[src/rtl/mul32_seq_if.sv]
// Operand/product handshake bundle for the sequential 32x32 multiplier.
// master drives operands and accepts products; slave is the multiplier.
interface mul32_seq_if;
  logic        in_valid;
  logic        in_ready;
  logic [31:0] a;
  logic [31:0] b;
  logic        out_valid;
  logic        out_ready;
  logic [63:0] product;

  modport master (
    output in_valid, a, b, out_ready,
    input  in_ready, out_valid, product
  );

  modport slave (
    input  in_valid, a, b, out_ready,
    output in_ready, out_valid, product
  );
endinterface

[src/rtl/mul32_seq.sv]
// Sequential unsigned 32x32->64 shift-add multiplier, one partial product per cycle.
// Operands are taken in IDLE, 32 RUN cycles follow, and the product is held in DONE until consumed.

module rcadd32 (
  input  logic [31:0] a,
  input  logic [31:0] b,
  input  logic        cin,
  output logic [31:0] s,
  output logic        cout
);
  logic carry;

  always_comb begin
    s     = '0;
    carry = cin;
    for (int i = 0; i < 32; i++) begin
      s[i]  = a[i] ^ b[i] ^ carry;
      carry = (a[i] & b[i]) | (carry & (a[i] ^ b[i]));
    end
    cout = carry;
  end
endmodule

// state | meaning
// IDLE  | in_ready=1, waiting for an operand pair
// RUN   | one shift-add step per cycle, count 0..31, busy=1
// DONE  | out_valid=1, product held until out_ready
module mul32_seq (
  input  logic         clk,
  input  logic         rst,
  mul32_seq_if.slave   bus,
  output logic         busy
);
  typedef enum logic [1:0] {
    IDLE = 2'd0,
    RUN  = 2'd1,
    DONE = 2'd2
  } state_t;

  state_t      state, state_nxt;
  logic [31:0] mcand, mcand_nxt;
  logic [31:0] hi, hi_nxt;
  logic [31:0] lo, lo_nxt;
  logic [4:0]  count, count_nxt;

  logic [31:0] addend;
  logic [31:0] add_s;
  logic        add_c;

  assign addend = lo[0] ? mcand : 32'd0;

  rcadd32 u_add (
    .a    (hi),
    .b    (addend),
    .cin  (1'b0),
    .s    (add_s),
    .cout (add_c)
  );

  always_ff @(posedge clk) begin
    if (rst) begin
      state <= IDLE;
      mcand <= '0;
      hi    <= '0;
      lo    <= '0;
      count <= '0;
    end else begin
      state <= state_nxt;
      mcand <= mcand_nxt;
      hi    <= hi_nxt;
      lo    <= lo_nxt;
      count <= count_nxt;
    end
  end

  always_comb begin
    state_nxt     = state;
    mcand_nxt     = mcand;
    hi_nxt        = hi;
    lo_nxt        = lo;
    count_nxt     = count;
    bus.in_ready  = 1'b0;
    bus.out_valid = 1'b0;
    busy          = 1'b0;
    case (state)
      IDLE: begin
        bus.in_ready = 1'b1;
        if (bus.in_valid) begin
          mcand_nxt = bus.a;
          lo_nxt    = bus.b;
          hi_nxt    = '0;
          count_nxt = '0;
          state_nxt = RUN;
        end
      end
      RUN: begin
        busy = 1'b1;
        // The adder carry becomes the new MSB so the full 64-bit product survives the shift.
        {hi_nxt, lo_nxt} = {add_c, add_s, lo[31:1]};
        count_nxt = count + 5'd1;
        if (count == 5'd31) state_nxt = DONE;
      end
      DONE: begin
        bus.out_valid = 1'b1;
        if (bus.out_ready) state_nxt = IDLE;
      end
      default: state_nxt = IDLE;
    endcase
  end

  assign bus.product = {hi, lo};
endmodule

[src/flat_wrapper.sv]
// flat-port wrapper written by rule: the top's interface ports become plain ports
module mul32_seq_flat 
  (clk, rst, busy, bus_in_valid, bus_a, bus_b, bus_out_ready, bus_in_ready, bus_out_valid, bus_product);
  mul32_seq_if bus_i ();
  input  logic clk;
  input  logic rst;
  output logic busy;
  input wire logic [$bits(bus_i.in_valid)-1:0] bus_in_valid;
  input wire logic [$bits(bus_i.a)-1:0] bus_a;
  input wire logic [$bits(bus_i.b)-1:0] bus_b;
  input wire logic [$bits(bus_i.out_ready)-1:0] bus_out_ready;
  output wire logic [$bits(bus_i.in_ready)-1:0] bus_in_ready;
  output wire logic [$bits(bus_i.out_valid)-1:0] bus_out_valid;
  output wire logic [$bits(bus_i.product)-1:0] bus_product;
  assign bus_i.in_valid = bus_in_valid;
  assign bus_i.a = bus_a;
  assign bus_i.b = bus_b;
  assign bus_i.out_ready = bus_out_ready;
  assign bus_in_ready = bus_i.in_ready;
  assign bus_out_valid = bus_i.out_valid;
  assign bus_product = bus_i.product;
  mul32_seq u_core (.clk(clk), .rst(rst), .bus(bus_i), .busy(busy));
endmodule
[config.mk]
export PLATFORM = sky130hd
export DESIGN_NAME = mul32_seq_flat
export DESIGN_NICKNAME = d
export VERILOG_FILES = /design/src/rtl/mul32_seq_if.sv /design/src/rtl/mul32_seq.sv /design/src/flat_wrapper.sv
export SDC_FILE = /design/constraint.sdc
export NUM_CORES = 1
export LEC_CHECK = 0
export CAP_MARGIN = 20
export CORE_AREA = 3 3 99 110
export CTS_BUF_LIST = sky130_fd_sc_hd__clkbuf_2 sky130_fd_sc_hd__clkbuf_4 sky130_fd_sc_hd__clkbuf_8
export DETAILED_ROUTE_END_ITERATION = 10
export DIE_AREA = 0 0 102 113
export PLACE_DENSITY = 0.87
export SYNTH_ARGS = -nofsm -noshare
export SYNTH_HDL_FRONTEND = slang
export SYNTH_HIERARCHICAL = 1
export SYNTH_SLANG_ARGS = --single-unit
[constraint.sdc]
create_clock -name clk -period 15 [get_ports clk]
set_input_delay 3 -clock clk [delete_from_list [all_inputs] [get_ports clk]]
set_output_delay 3 -clock clk [all_outputs]
set_load 0.02 [all_outputs]
==> summary.md, run 1 <==
| Metric | Value |
|---|---|
| Worst Path Arrival | 14070 ps |
| Sw power | between 150 and 200 uW |
| DRC | 0 |
| Die Wd | slightly above 100 um |
| Layout cell share with drive strength beyond 1 | 0.0409 |
| Antenna-violating nets left | 0 |
| CTS tree | done |
| Chip height | 113 um |
| Fin crit share | 0.918 |
| Slew at the pin with the worst max-slew slack | ~1000 ps |
| Fmax | 72.6 MHz |
| Syn Nets | 678 |
| Max cap viols | 0 |
| DIE AREA | 0.0115 mm^2 |
| Final #Nets | roughly 780 |
| Global Route Usage Sum | 0.212 |
| Min-delay src | u_core/mcand[14] |
| CTS Root Buffer Type | clkbuf_8 |
| Asr flop ratio synth | 0 |
| VDD IR-drop max | around 0.05 mV |
| Placed cell area | about 0.0062 mm^2 |
| Largest net degree at the start of global routing | 104 |
| Ant. Diodes | 0 |
| Number of global-route vias before repair | 4315 |
| Initial core utilization | 0.492 |
| Worst-path fanout max | 34 |
| CP delay by family, top | adder cells |
| Multiplexer share of the synthesized area | 0 |
| HPWL after DPL | 8210 um |
| Slew margin rel. | 0.303 |
| Post-Synth Simple-Gate Area | 0.243 |
| Clock network power share | 0.306 |
| R2R Path Start | u_core/lo[0] |
| RSZ-0062 raised after global routing | no |
| Internal | 415 uW |
| Initial antenna violation count | 0 |
| Design area | 0.00636 mm^2 |
| Worst R2R Setup Slack | 1230 ps |
| Mapped Cells | around 580 |
| # setup viols final | 0 |
| Switching share of power | 0.283 |
| Clock Sinks | 103 |
| Core Region | around 0.0099 mm^2 |
| Minimum hold slack | between 400 and 500 ps |
| Yosys warnings | 6 |
| Reg-to-Reg End | u_core/hi[30] |
| Top cells by area, synth | dfxtp_1, fa_1, nand2_1 |
| Total Wirelength | between 10000 and 15000 um |
| Ys flop type | dfxtp_1 |
| First DRT Iteration DRCs | 307 |
| Post-CTS Setup Repair Bufs | 0 |
| Tot Pwr | 579 uW |
| Gr ovfl total | 0 |
| Status | finished, final reports clean |
| Synth Area in Adders | 0.137 |
| CP max stage delay | between 400 and 500 ps |
| Clock period minus worst slack | 13770 ps |
| Register area share after synthesis | 0.423 |
| DR pass1 iterations | 5 |
| WHS Path Cells | 2 |
| Yosys top cell by area | dfxtp_1 |
| Final Core Density | 0.644 |
| Count of hold-fix buffers inserted at cts | 0 |
| Worst skew pair latency | about 370 ps |
| Routability Congestion | 0.827 |
| I/O Pins | 135 |
| Compound-Gate Fraction of Synth Area | 0.136 |
| CTS Buf Count | 9 |
| Number of flops mapped to enable cells by yosys | 0 |
| Area of the mapped netlist | approximately 0.0049 mm^2 |
| Via Count | approximately 4300 |
| Rows | 38 |
| Vias per cell | 5.37 |
| CP startpoint kind | flop |
| Setup tns final | 0 ps |
| Total power divided by cell area | 91.0 mW/mm^2 |
| WHS Endpoint | u_core/mcand[14] |
| Element type at the critical path end | flop |
| Final hold violations | 0 |
| Global-route wire length before repair | 19900 um |
| Cts repair resizes | 0 |
| Worst-path clk slew | 100 ps |
| IO buf count | 134 |
| Critical path buffer and inverter count | 5 |
| Routed wire per std cell | 15.0 um |
| Share of the synthesized area in the top cell type | 0.423 |
| Clock skew | ~12 ps |
| Required time worst endpoint | 15300 ps |
| Sequential Power Share | 0.515 |
| Critical path type | flop to flop |
| Distinct cells, synth | 29 |
| Area growth syn-to-layout | 30.7% |
| Maximum clock insertion buffer count | 2 |
| Yosys reg bits | between 100 and 150 |
| H-tree depth | 3 |
| Post-Synth XOR/XNOR Area | 0 |
| Syn Area/Cell | 8.45 um^2 |
| Pleak | 2.49 nW |
| CP dominant cell by count | fa_1 |
| Slowest cell on the critical path | fa_1 |
| Pins Over Slew Limit | 0 |
| Worst Reg2Reg Path Length in Cells | 40 |
| Hold Path Class | flop to flop |
| Largest family of logic cells by synthesized area | simple AND/OR/NAND/NOR gates |
| Combinational power share | 0.179 |
==> stage by stage <==
step           worst slack, ps  std cells
6_report                  1230        805
5_1_grt                    813        805
4_1_cts                   1340        805
3_5_place_dp              1390        789
3_3_place_gp              1630        789
2_1_floorplan             1940        576
==> tightest hold or removal path, cell delays in order, from the launching register on <==
cell and delay (ps):
dfxtp_1 320, nand2_1 50, a21oi_1 50
==> cells by family (layout without fill, tap and decap cells) <==
logic type | after synthesis | in the layout
adders and majority gates | 34 | 34
and+or+nand+nor | 274 | 274
DFF | 103 | 103
AOI/OAI and AO/OA | 105 | 105
other | 1 | 1
buffers and inverters | 59 | 168
==> state kept, by name, summed over array words and instances (netlist names) <==
signal	count
u_core/count	5
u_core/hi	32
u_core/lo	32
u_core/mcand	32
u_core/state	2
==> placed cells by master, fill, tap and decap left out, types with 2 or more instances in the layout <==
master,instances
nand2_1,162
clkdlybuf4s50_1,133
dfxtp_1,103
a21oi_1,67
nor2_1,36
nand3_1,36
and2_1,32
a311oi_1,32
fa_1,32
inv_1,11
clkbuf_8,9
buf_4,7
inv_6,2
ha_1,2
==> synthesized netlist by cell type, drive strengths merged, types with 2 or more instances <==
cell    instances
nand3          36
a311oi         32
a21oi          67
dfxtp         103
nand2b          2
buf            26
and2           32
ha              2
clkbuf         21
nor2           36
fa             32
nand2         162
inv            12
==> area by class of cell <==
| type | count | area (um^2) |
|---|---|---|
| Fill cell | 840 | 3520 |
| Multi-Input combinational cell | 414 | 2520 |
| Sequential cell | 103 | 2060 |
| Timing Repair Buffer | 140 | 1380 |
| Tap cell | 120 | 150 |
| Clock buffer | 10 | 131 |
| Clock inverter | 6 | 68.8 |
| Inverter | 12 | 45.0 |
==> layer usage <==
metal	up-vias	wire length, um	GRT usage
met5	-	0	0
met4	0	310	0.0884
met3	24	838	0.0382
met2	164	5890	0.358
met1	2038	5010	0.266
li1	2100	-	-
==> worst max-delay path by stage <==
stage	slack (ps)	start	cells after the start	end
6_report	1230	u_core/lo[0]	40	u_core/hi[30]
3_3_place_gp	1630	u_core/lo[0]	40	u_core/hi[30]
4_1_cts	1340	u_core/lo[0]	40	u_core/hi[30]
2_1_floorplan	1940	u_core/lo[0]	40	u_core/hi[30]
5_1_grt	810	u_core/lo[0]	40	u_core/hi[30]
3_5_place_dp	1390	u_core/lo[0]	40	u_core/hi[30]
==> power groups by stage <==
stage               Clock [mW]  Sequential (mW)  Combinational, mW
floorplan                    0            0.314             0.0491
global placement             0            0.304              0.101
detailed placement           0            0.305              0.104
CTS                      0.183            0.298              0.104
global route             0.192            0.300              0.114
finish                   0.177            0.298              0.104
Power figures use the tool's default switching activity.
==> run 2: changes to the inputs <==
--- a/config.mk
+++ b/config.mk
@@ -8,6 +8,7 @@
 export CAP_MARGIN = 20
 export CORE_AREA = 3 3 99 110
 export CTS_BUF_LIST = sky130_fd_sc_hd__clkbuf_2 sky130_fd_sc_hd__clkbuf_4 sky130_fd_sc_hd__clkbuf_8
+export CTS_CLUSTER_SIZE = 8
 export DETAILED_ROUTE_END_ITERATION = 10
 export DIE_AREA = 0 0 102 113
 export PLACE_DENSITY = 0.87
==> constraint.sdc (replaced) <==
create_clock -name clk -period 13.2 [get_ports clk]
set_input_delay 2.64 -clock clk [delete_from_list [all_inputs] [get_ports clk]]
set_output_delay 2.64 -clock clk [all_outputs]
set_load 0.02 [all_outputs]
==> summary.md, run 2 (synthesized netlist as in run 1, its figures left out) <==
| Metric | Value |
|---|---|
| Pins Over Slew Limit | 0 (unchanged) |
| IO buf count | 134 (unchanged) |
| Min-delay src | u_core/mcand[3] |
| First DRT Iteration DRCs | 215 (-30%) |
| Vias per cell | 5.38 (+0.12%) |
| Critical path type | flop to flop |
| Layout cell share with drive strength beyond 1 | 0.0613 (+0.0204) |
| Reg-to-Reg End | u_core/hi[30] |
| I/O Pins | 135 (unchanged) |
| Die Wd | 102 um (unchanged) |
| Sequential Power Share | 0.489 (-0.026) |
| Total power divided by cell area | 107 mW/mm^2 (+18%) |
| Clock skew | 12.0 ps (+0.315 ps) |
| Gr ovfl total | 0 (unchanged) |
| Placed cell area | 0.00620 mm^2 (+0.53%) |
| CTS tree | done |
| Final Core Density | 0.655 (+0.0116) |
| Total Wirelength | 12200 um (+1.6%) |
| R2R Path Start | u_core/mcand[0] |
| Clock Sinks | 103 (unchanged) |
| Clock network power share | 0.337 (+0.031) |
| Slowest cell on the critical path | fa_1 |
| CTS Buf Count | 9 (unchanged) |
| Required time worst endpoint | 13490 ps (-1810 ps) |
| Internal | 512 uW (+23%) |
| Routed wire per std cell | 15.2 um (+1.6%) |
| Number of global-route vias before repair | 4387 (+1.7%) |
| RSZ-0062 raised after global routing | no |
| Design area | 0.00648 mm^2 (+1.8%) |
| Antenna-violating nets left | 0 (unchanged) |
| Sw power | 181 uW (+11%) |
| Initial antenna violation count | 0 (unchanged) |
| Status | finished, final reports clean |
| CTS Root Buffer Type | clkbuf_8 |
| Filler Cells Inserted | 802 (-4.5%) |
| Chip height | 113 um (unchanged) |
| Element type at the critical path end | flop |
| Slew margin rel. | 0.301 (-0.00191) |
| CP dominant cell by count | fa_1 |
| Initial core utilization | 0.492 (unchanged) |
| DIE AREA | 0.0115 mm^2 (unchanged) |
| VDD IR-drop max | 0.0601 mV (+20%) |
| Via Count | 4331 (+0.12%) |
| Worst skew pair latency | 360 ps (about the same) |
| Fmax | 77.9 MHz (+7.3%) |
| DR pass1 iterations | 4 (-1) |
| Hold Path Class | flop to flop |
| Largest net degree at the start of global routing | 104 (unchanged) |
| WHS Path Cells | 2 (unchanged) |
| Worst R2R Setup Slack | 370 ps (-860 ps) |
| DRC | 0 (unchanged) |
| Rows | 38 (unchanged) |
| H-tree depth | 3 (unchanged) |
| Global Route Usage Sum | 0.210 (-0.00197) |
| Area growth syn-to-layout | 33.1% |
| Ant. Diodes | 0 (unchanged) |
| Commonest cells after routing, fill and taps aside | nand2_1, clkdlybuf4s50_1, dfxtp_1 |
| # setup viols final | 0 (unchanged) |
| HPWL after DPL | 8330 um (+1.5%) |
| Maximum clock insertion buffer count | 2 (unchanged) |
| Switching share of power | 0.262 (-0.0218) |
| Slew at the pin with the worst max-slew slack | 1050 ps (+2.87 ps) |
| CP max stage delay | 430 ps (about the same) |
| Core Region | 0.00989 mm^2 (unchanged) |
| Worst-path clk slew | 90 ps (about the same) |
| Worst-path fanout max | 2 (-94%) |
| Most common cell after layout, fill and taps aside | nand2_1 |
| Routability Congestion | 0.830 (+0.37%) |
| Worst Path Arrival | 13120 ps (-950 ps) |
| Worst Reg2Reg Path Length in Cells | 39 (-2.5%) |
| Final #Nets | 782 (unchanged) |
| Top Registers | u_core/hi x32, u_core/lo x32, u_core/mcand x32 |
| Combinational power share | 0.174 (-0.005) |
| WHS Endpoint | u_core/mcand[3] |
| Final hold violations | 0 (unchanged) |
| CP startpoint kind | flop |
| Global-route wire length before repair | 19600 um (-1.7%) |
| Max cap viols | 0 (unchanged) |
| Fin crit share | 0.972 (+0.0539) |
| Pleak | 2.49 nW (+0.20%) |
| Clock period minus worst slack | 12830 ps (-942 ps) |
-- run 2: through the flow --
step / std cells / power (mW) / TNS, ps / hold slack [ps] / worst slack [ps]
after global placement: 787 / 0.460 / 0 / 439 / 54.0
after CTS: 805 / 0.699 / 0 / 456 / 29.7
final: 805 / 0.693 / 0 / 456 / 368
after global routing: 805 / 0.722 / 0 / 477 / 1.38
after detailed placement: 789 / 0.467 / -155 / 443 / -155
after floorplan: 576 / 0.412 / 0 / 432 / 143
-- run 2: worst max-delay path: cells and delay by family (launching register included) --
kind | cells | cell delay [ps]
adders and majority gates | 32 | 11810
DFF | 1 | 320
buffers and inverters | 4 | 270
and+or+nand+nor | 2 | 210
AOI/OAI and AO/OA | 1 | 140
-- run 2: power groups by stage --
| stage | Combinational, mW | Sequential, mW | Clock (mW) |
|---|---|---|---|
| final | 0.121 | 0.339 | 0.233 |
| after global routing | 0.131 | 0.342 | 0.249 |
| after CTS | 0.121 | 0.339 | 0.239 |
| after detailed placement | 0.120 | 0.347 | 0 |
| after global placement | 0.115 | 0.345 | 0 |
| after floorplan | 0.0558 | 0.357 | 0 |
-- run 2: worst max-delay path by stage --
stage	from	endpoint	slack, ps	cells past startpoint
finish	u_core/mcand[0]	u_core/hi[30]	370	39
global placement	u_core/mcand[0]	u_core/hi[30]	50	39
floorplan	u_core/lo[0]	u_core/hi[30]	140	40
detailed placement	u_core/mcand[0]	u_core/hi[30]	-150	39
CTS	u_core/mcand[0]	u_core/hi[30]	30	39
global route	u_core/mcand[0]	u_core/hi[30]	1	39
-- run 2: layer usage --
metal | routed length, um | part of all wire | up-vias | global-route usage
met1 | 5010 | 0.41 | 2046 | 0.250
met5 | 0 | 0 | - | 0
met4 | 232 | 0.019 | 0 | 0.0822
li1 | - | - | 2105 | -
met3 | 871 | 0.071 | 20 | 0.0419
met2 | 6140 | 0.50 | 160 | 0.369
-- run 2: final cells by class --
cell class | count | area (um^2) | share of cell area
well taps | 120 | 150 | 0.0232
flip-flops and latches | 103 | 2060 | 0.318
clock buffers | 14 | 186 | 0.0288
repair buffers | 140 | 1420 | 0.219
clock inverters | 2 | 60.1 | 0.00927
multi-input cells | 414 | 2560 | 0.395
inverters | 12 | 45.0 | 0.00695
-- run 2: timing repair --
item | 4_1_cts | 5_1_grt
pin swaps | 0 | 0
cloned | 0 | 0
setup endpoints to repair | 1 | 3
setup buffers | 0 | 0
gates resized for setup | 5 | 9
hold buffers | 0 | 0
==> run 3: changes to the inputs <==
--- a/config.mk
+++ b/config.mk
@@ -5,12 +5,13 @@
 export SDC_FILE = /design/constraint.sdc
 export NUM_CORES = 1
 export LEC_CHECK = 0
+export ABC_AREA = 1
 export CAP_MARGIN = 20
-export CORE_AREA = 3 3 99 110
+export CORE_AREA = 3 3 99 111
 export CTS_BUF_LIST = sky130_fd_sc_hd__clkbuf_2 sky130_fd_sc_hd__clkbuf_4 sky130_fd_sc_hd__clkbuf_8
 export CTS_CLUSTER_SIZE = 8
 export DETAILED_ROUTE_END_ITERATION = 10
-export DIE_AREA = 0 0 102 113
+export DIE_AREA = 0 0 102 114
 export PLACE_DENSITY = 0.87
 export SYNTH_ARGS = -nofsm -noshare
 export SYNTH_HDL_FRONTEND = slang
==> summary.md, run 3 <==
| Metric | Value |
|---|---|
| Status | finished, final reports clean |
| CP max stage delay | 410 ps (-20 ps) |
| Final #Nets | 886 (+13%) |
| Chip height | 114 um (+0.88%) |
| H-tree depth | 3 (unchanged) |
| CTS Root Buffer Type | clkbuf_8 |
| Ant. Diodes | 0 (unchanged) |
| Antenna-violating nets left | 0 (unchanged) |
| Pleak | 2.94 nW (+18%) |
| Mapped Cells | 675 (+17%) |
| Rows | 38 (unchanged) |
| Via Count | 4574 (+5.6%) |
| Setup tns final | 0 ps (unchanged) |
| Switching share of power | 0.295 (+0.0335) |
| Routability Congestion | 0.798 (-3.9%) |
| Initial core utilization | 0.499 (+0.00671) |
| Asr flop ratio synth | 0 (unchanged) |
| Slew margin rel. | 0.369 (+0.0681) |
| Placed instance count | 892 (+13%) |
| Clock period minus worst slack | 12860 ps (+32.2 ps) |
| Clock network power share | 0.302 (-0.035) |
| Sequential Power Share | 0.504 (+0.015) |
| DRC | 0 (unchanged) |
| Area of the mapped netlist | 0.00494 mm^2 (+1.4%) |
| Internal | 481 uW (-6.0%) |
| CP dominant cell by count | fa_1 |
| Maximum clock insertion buffer count | 2 (unchanged) |
| Post-CTS Setup Repair Bufs | 0 (unchanged) |
| Initial antenna violation count | 0 (unchanged) |
| Top Registers | u_core/hi x32, u_core/lo x32, u_core/mcand x32 |
| Core Region | 0.00989 mm^2 (unchanged) |
| Routed wire per std cell | 13.8 um (-9.3%) |
| Largest net degree at the start of global routing | 70 (-33%) |
| Total Wirelength | 12500 um (+2.5%) |
| Compound-Gate Fraction of Synth Area | 0.111 (-0.0257) |
| Global Route Usage Sum | 0.220 (+0.00970) |
| Worst Path Arrival | 13150 ps (+30 ps) |
| Post-Synth XOR/XNOR Area | 0 (unchanged) |
| Layout cell share with drive strength beyond 1 | 0.0507 (-0.0106) |
| Pins Over Slew Limit | 0 (unchanged) |
| Syn Area/Cell | 7.31 um^2 (-14%) |
| Non-Filler Instances | 909 (+13%) |
| Total power divided by cell area | 104 mW/mm^2 (-2.6%) |
| CTS tree | done |
| Filler Cells Inserted | 793 (-1.1%) |
| Distinct cells, synth | 22 (-24%) |
| Hold Path Class | flop to flop |
| Top cells by area, synth | dfxtp_1, nand2_1, fa_1 |
| Design area | 0.00655 mm^2 (+1.0%) |
| Yosys top cell by area | dfxtp_1 |
| Number of global-route vias before repair | 4465 (+1.8%) |
| RSZ-0062 raised after global routing | no |
| Synth top cells by count | nand2_1, nor2_1, dfxtp_1 |
| Area growth syn-to-layout | 32.6% |
| Commonest cells after routing, fill and taps aside | nand2_1, clkdlybuf4s50_1, nor2_1 |
| Worst R2R Setup Slack | 340 ps (-30 ps) |
| CP startpoint kind | flop |
| Ys flop type | dfxtp_1 |
| Post-Synth Simple-Gate Area | 0.257 (+0.0147) |
| Vias per cell | 5.03 (-6.5%) |
| Minimum hold slack | 470 ps (+14.4 ps) |
| Synth Area in Adders | 0.135 (-0.00184) |
| Fin crit share | 0.975 (+0.00244) |
| Multiplexer share of the synthesized area | 0 (unchanged) |
| Place WS | -173 ps (-17.9 ps) |
| DR pass1 iterations | 5 (+1) |
| Yosys reg bits | 103 (unchanged) |
| Critical path type | flop to flop |
| Element type at the critical path end | flop |
| Largest family of logic cells by synthesized area | simple AND/OR/NAND/NOR gates |
| Number of flops mapped to enable cells by yosys | 0 (unchanged) |
| Post-route setup slack | 336 ps (-32.2 ps) |
| Worst-path fanout max | 2 (unchanged) |
| Worst-path clk slew | 110 ps (+20 ps) |
| VDD IR-drop max | 0.0594 mV (-1.2%) |
| Syn Nets | 777 (+15%) |
| Global-route wire length before repair | 20700 um (+5.8%) |
| Placed cell area | 0.00627 mm^2 (+1.2%) |
| Worst skew pair latency | 360 ps (about the same) |
| Sw power | 201 uW (+11%) |
| Max cap viols | 0 (unchanged) |
| Clock Sinks | 103 (unchanged) |
| Required time worst endpoint | 13480 ps (about the same) |
| DIE AREA | 0.0116 mm^2 (+0.88%) |
| Combinational power share | 0.194 (+0.020) |
| Slowest cell on the critical path | fa_1 |
| Share of the synthesized area in the top cell type | 0.418 (-0.00569) |
| Slew at the pin with the worst max-slew slack | 944 ps (-104 ps) |
| Register area share after synthesis | 0.418 (-0.00569) |
| First DRT Iteration DRCs | 235 (+9.3%) |
| Clock skew | 13.8 ps (+1.84 ps) |
| Top-count cell post-synth | nand2_1 |
| I/O Pins | 135 (unchanged) |
| # setup viols final | 0 (unchanged) |
| Final hold violations | 0 (unchanged) |
| Gr ovfl total | 0 (unchanged) |
| Fmax | 77.7 MHz (-0.25%) |
| HPWL after DPL | 8820 um (+5.9%) |
| IO buf count | 134 (unchanged) |
| Most common cell after layout, fill and taps aside | nand2_1 |
| CTS Buf Count | 9 (unchanged) |
| Die Wd | 102 um (unchanged) |
| Yosys warnings | 6 (unchanged) |
## run 3: final timing paths
path,start,to,cells past startpoint
max,u_core/mcand[0],u_core/hi[30],40
min reg2reg,u_core/count[4],u_core/count[4],2
min,u_core/count[4],u_core/count[4],2
max reg2reg,u_core/mcand[0],u_core/hi[30],40
## run 3: metal layers
| metal | share of wire | up-vias | GRT usage |
|---|---|---|---|
| met3 | 0.065 | 19 | 0.0471 |
| met2 | 0.51 | 163 | 0.394 |
| met4 | 0.015 | 0 | 0.0586 |
| met1 | 0.41 | 2112 | 0.265 |
| met5 | 0 | - | 0 |
| li1 | - | 2280 | - |
## run 3: power by group through the flow
stage	registers [mW]	logic [mW]	clock network [mW]
5_1_grt	0.347	0.146	0.225
4_1_cts	0.344	0.131	0.212
6_report	0.344	0.132	0.206
3_3_place_gp	0.349	0.127	0
2_1_floorplan	0.361	0.0630	0
3_5_place_dp	0.351	0.130	0
## run 3: cells by family after synthesis
logic type      Yosys count
buf+inv                  93
simple gates            336
other cells               1
flops                   103
fa+ha+maj                34
compound gates          108
## run 3: metrics by stage
| step | power [mW] | util |
|---|---|---|
| after detailed placement | 0.481 | 0.634 |
| after CTS | 0.687 | 0.657 |
| final | 0.683 | 0.662 |
| after global routing | 0.718 | 0.662 |
| after global placement | 0.476 | 0.634 |
| after floorplan | 0.424 | - |
## run 3: area by class of cell
class / count / area, um^2 / area share
Tap cell: 120 / 150 / 0.0229
Clock inverter: 7 / 91.3 / 0.0139
Inverter: 52 / 195 / 0.0298
Clock buffer: 9 / 124 / 0.0189
Multi-Input combinational cell: 479 / 2530 / 0.386
Timing Repair Buffer: 139 / 1400 / 0.214
Sequential cell: 103 / 2060 / 0.315
## run 3: repair_timing
action / 4_1_cts / 5_1_grt
endpoints found under the hold margin: 0 / 0
pin swaps: 1 / 1
hold buffers: 0 / 0
gates resized for setup: 4 / 9
endpoints found under the setup margin: 1 / 3
## run 3: worst max-delay path, delay by kind of cell, from the launching register on
| family | cells | cell delay [ps] |
|---|---|---|
| DFF | 1 | 330 |
| and+or+nand+nor | 2 | 110 |
| AOI/OAI and AO/OA | 1 | 170 |
| buffers and inverters | 5 | 320 |
| adders and majority gates | 32 | 11860 |
==> edit, RTL diff (settings of run 2) <==
Re-encode `state_t` (3 states) as one-hot, 3 bits wide.
--- a/src/rtl/mul32_seq.sv
+++ b/src/rtl/mul32_seq.sv
@@ -33,6 +33,6 @@
 );
-  typedef enum logic [1:0] {
-    IDLE = 2'd0,
-    RUN  = 2'd1,
-    DONE = 2'd2
+  typedef enum logic [2:0] {
+    IDLE = 3'b001,
+    RUN  = 3'b010,
+    DONE = 3'b100
   } state_t;
Behaviour: no difference found for any inputs over 4 cycles, from zero or initial values and one cycle with rst high; so few cycles prove little.
==> edit against run 2 <==
  * Routed wire length is 4.6% higher
  * Count of clock-buffer cells in the layout fell by 4
  * Area after synthesis is 4.0% higher
  * Design area is 3.1% higher
  * Total power fell by 2.5%
  * Setup slack improved by 0.0019 ns
  * Worst hold slack gained 0.0016 ns
  * Via count grew 0.83%
  * Sequential cell count is 1 higher
  * Critical path depth shrank 1
  * Largest cell class unchanged
  * Highest routed layer unchanged
==> edit: results (changes against run 2) <==
Final layout
  • Layout cells sized above 1: 6.667% (+0.54 points)
  • Clock-cell share of area: 3.185% (-0.62 points)
  • Fill cell count: 819 (+2.1%)
  • Sequential share of cell area: 31.22% (-0.60 points)
  • Area of the multi-input gates: 2749 sq um (+7.4%)
  • # clk buffers: 10 (-4)
  • Final Non-Filler Cells: 780 (-3.1%)
  • # nets final: 757 (-3.2%)

Route
  • Number of DRC markers in iteration 0: 202 (-6.0%)
  • 1st-pass router iterations: 5 (+1)
  • Total Wirelength: 12810 microns (+4.6%)

Place
  • Setup WS pre-CTS: -0.1166 ns (+0.03812 ns)
  • Post-DP HPWL: 8640 microns (+3.7%)

Hold path
  • Min-delay src: u_core/mcand[28]$_SDFFE_PP0P_
  • Hold Path End: u_core/mcand[28]$_SDFFE_PP0P_

Yosys
  • Avg Inst Size Synth: 9.192 sq um (+8.7%)
  • Post-synth top cells: 104 x dfxtp_1, 66 x nand2_1, 34 x a21oi_1, 34 x a22o_1, 34 x nor2_1
  • Library cells used by synthesis: 36 (+24%)
  • Largest cells by area after synthesis: dfxtp_1 41%, fa_1 13%, a22o_1 5.9%
  • Post-synthesis sequential area ratio: 41.11% (-1.2 points)

Timing
  • Min Hold Slack: 0.4574 ns (+0.001558 ns)
  • Worst setup margin: 0.3704 ns (+0.001944 ns)

Status
  • Status: completed

Worst setup path
  • Largest stage delay on the critical path: 0.41 ns (-0.02 ns)
  • Worst-path fanout max: 6 (+4)
  • CP arrival: 13.14 ns (+0.02 ns)

Power and ir drop
  • Peak supply drop: 0.05552 mV (-7.7%)

Global route
  • First-pass GRT wire length: 20850 microns (+6.5%)
[edit: logic make-up after synthesis]
group	count (synthesis)	synth area share (%)
AO/OA/AOI/OAI	106	14.72
flip-flops	104	41.11
other	1	0.07404
buffers and inverters	60	5.583
adder cells (fa/ha/maj)	34	13.14
AND/OR/NAND/NOR	246	25.37
[edit: repair_timing]
item,in CTS,in global routing
hold endpoints to repair,0,0
gates resized for setup,4,9
endpoints found under the setup margin,2,3
setup buffers,0,0
pin swaps,0,0
[edit: per-layer routing]
| metal | wire length [microns] | part of all wire [%] | GRT usage [%] | vias to the layer above |
|---|---|---|---|---|
| li1 | - | - | - | 2100 |
| met1 | 5251 | 41 | 29.01 | 2112 |
| met2 | 6671 | 52 | 38.27 | 135 |
| met3 | 629 | 4.9 | 2.898 | 20 |
| met4 | 257 | 2.0 | 7.174 | 0 |
| met5 | 0 | 0 | 0 | - |
[edit: report_power, final]
part | internal, mW | switching, mW
clock | 0.0956 | 0.114
combinational | 0.0596 | 0.0605
sequential | 0.331 | 0.0148
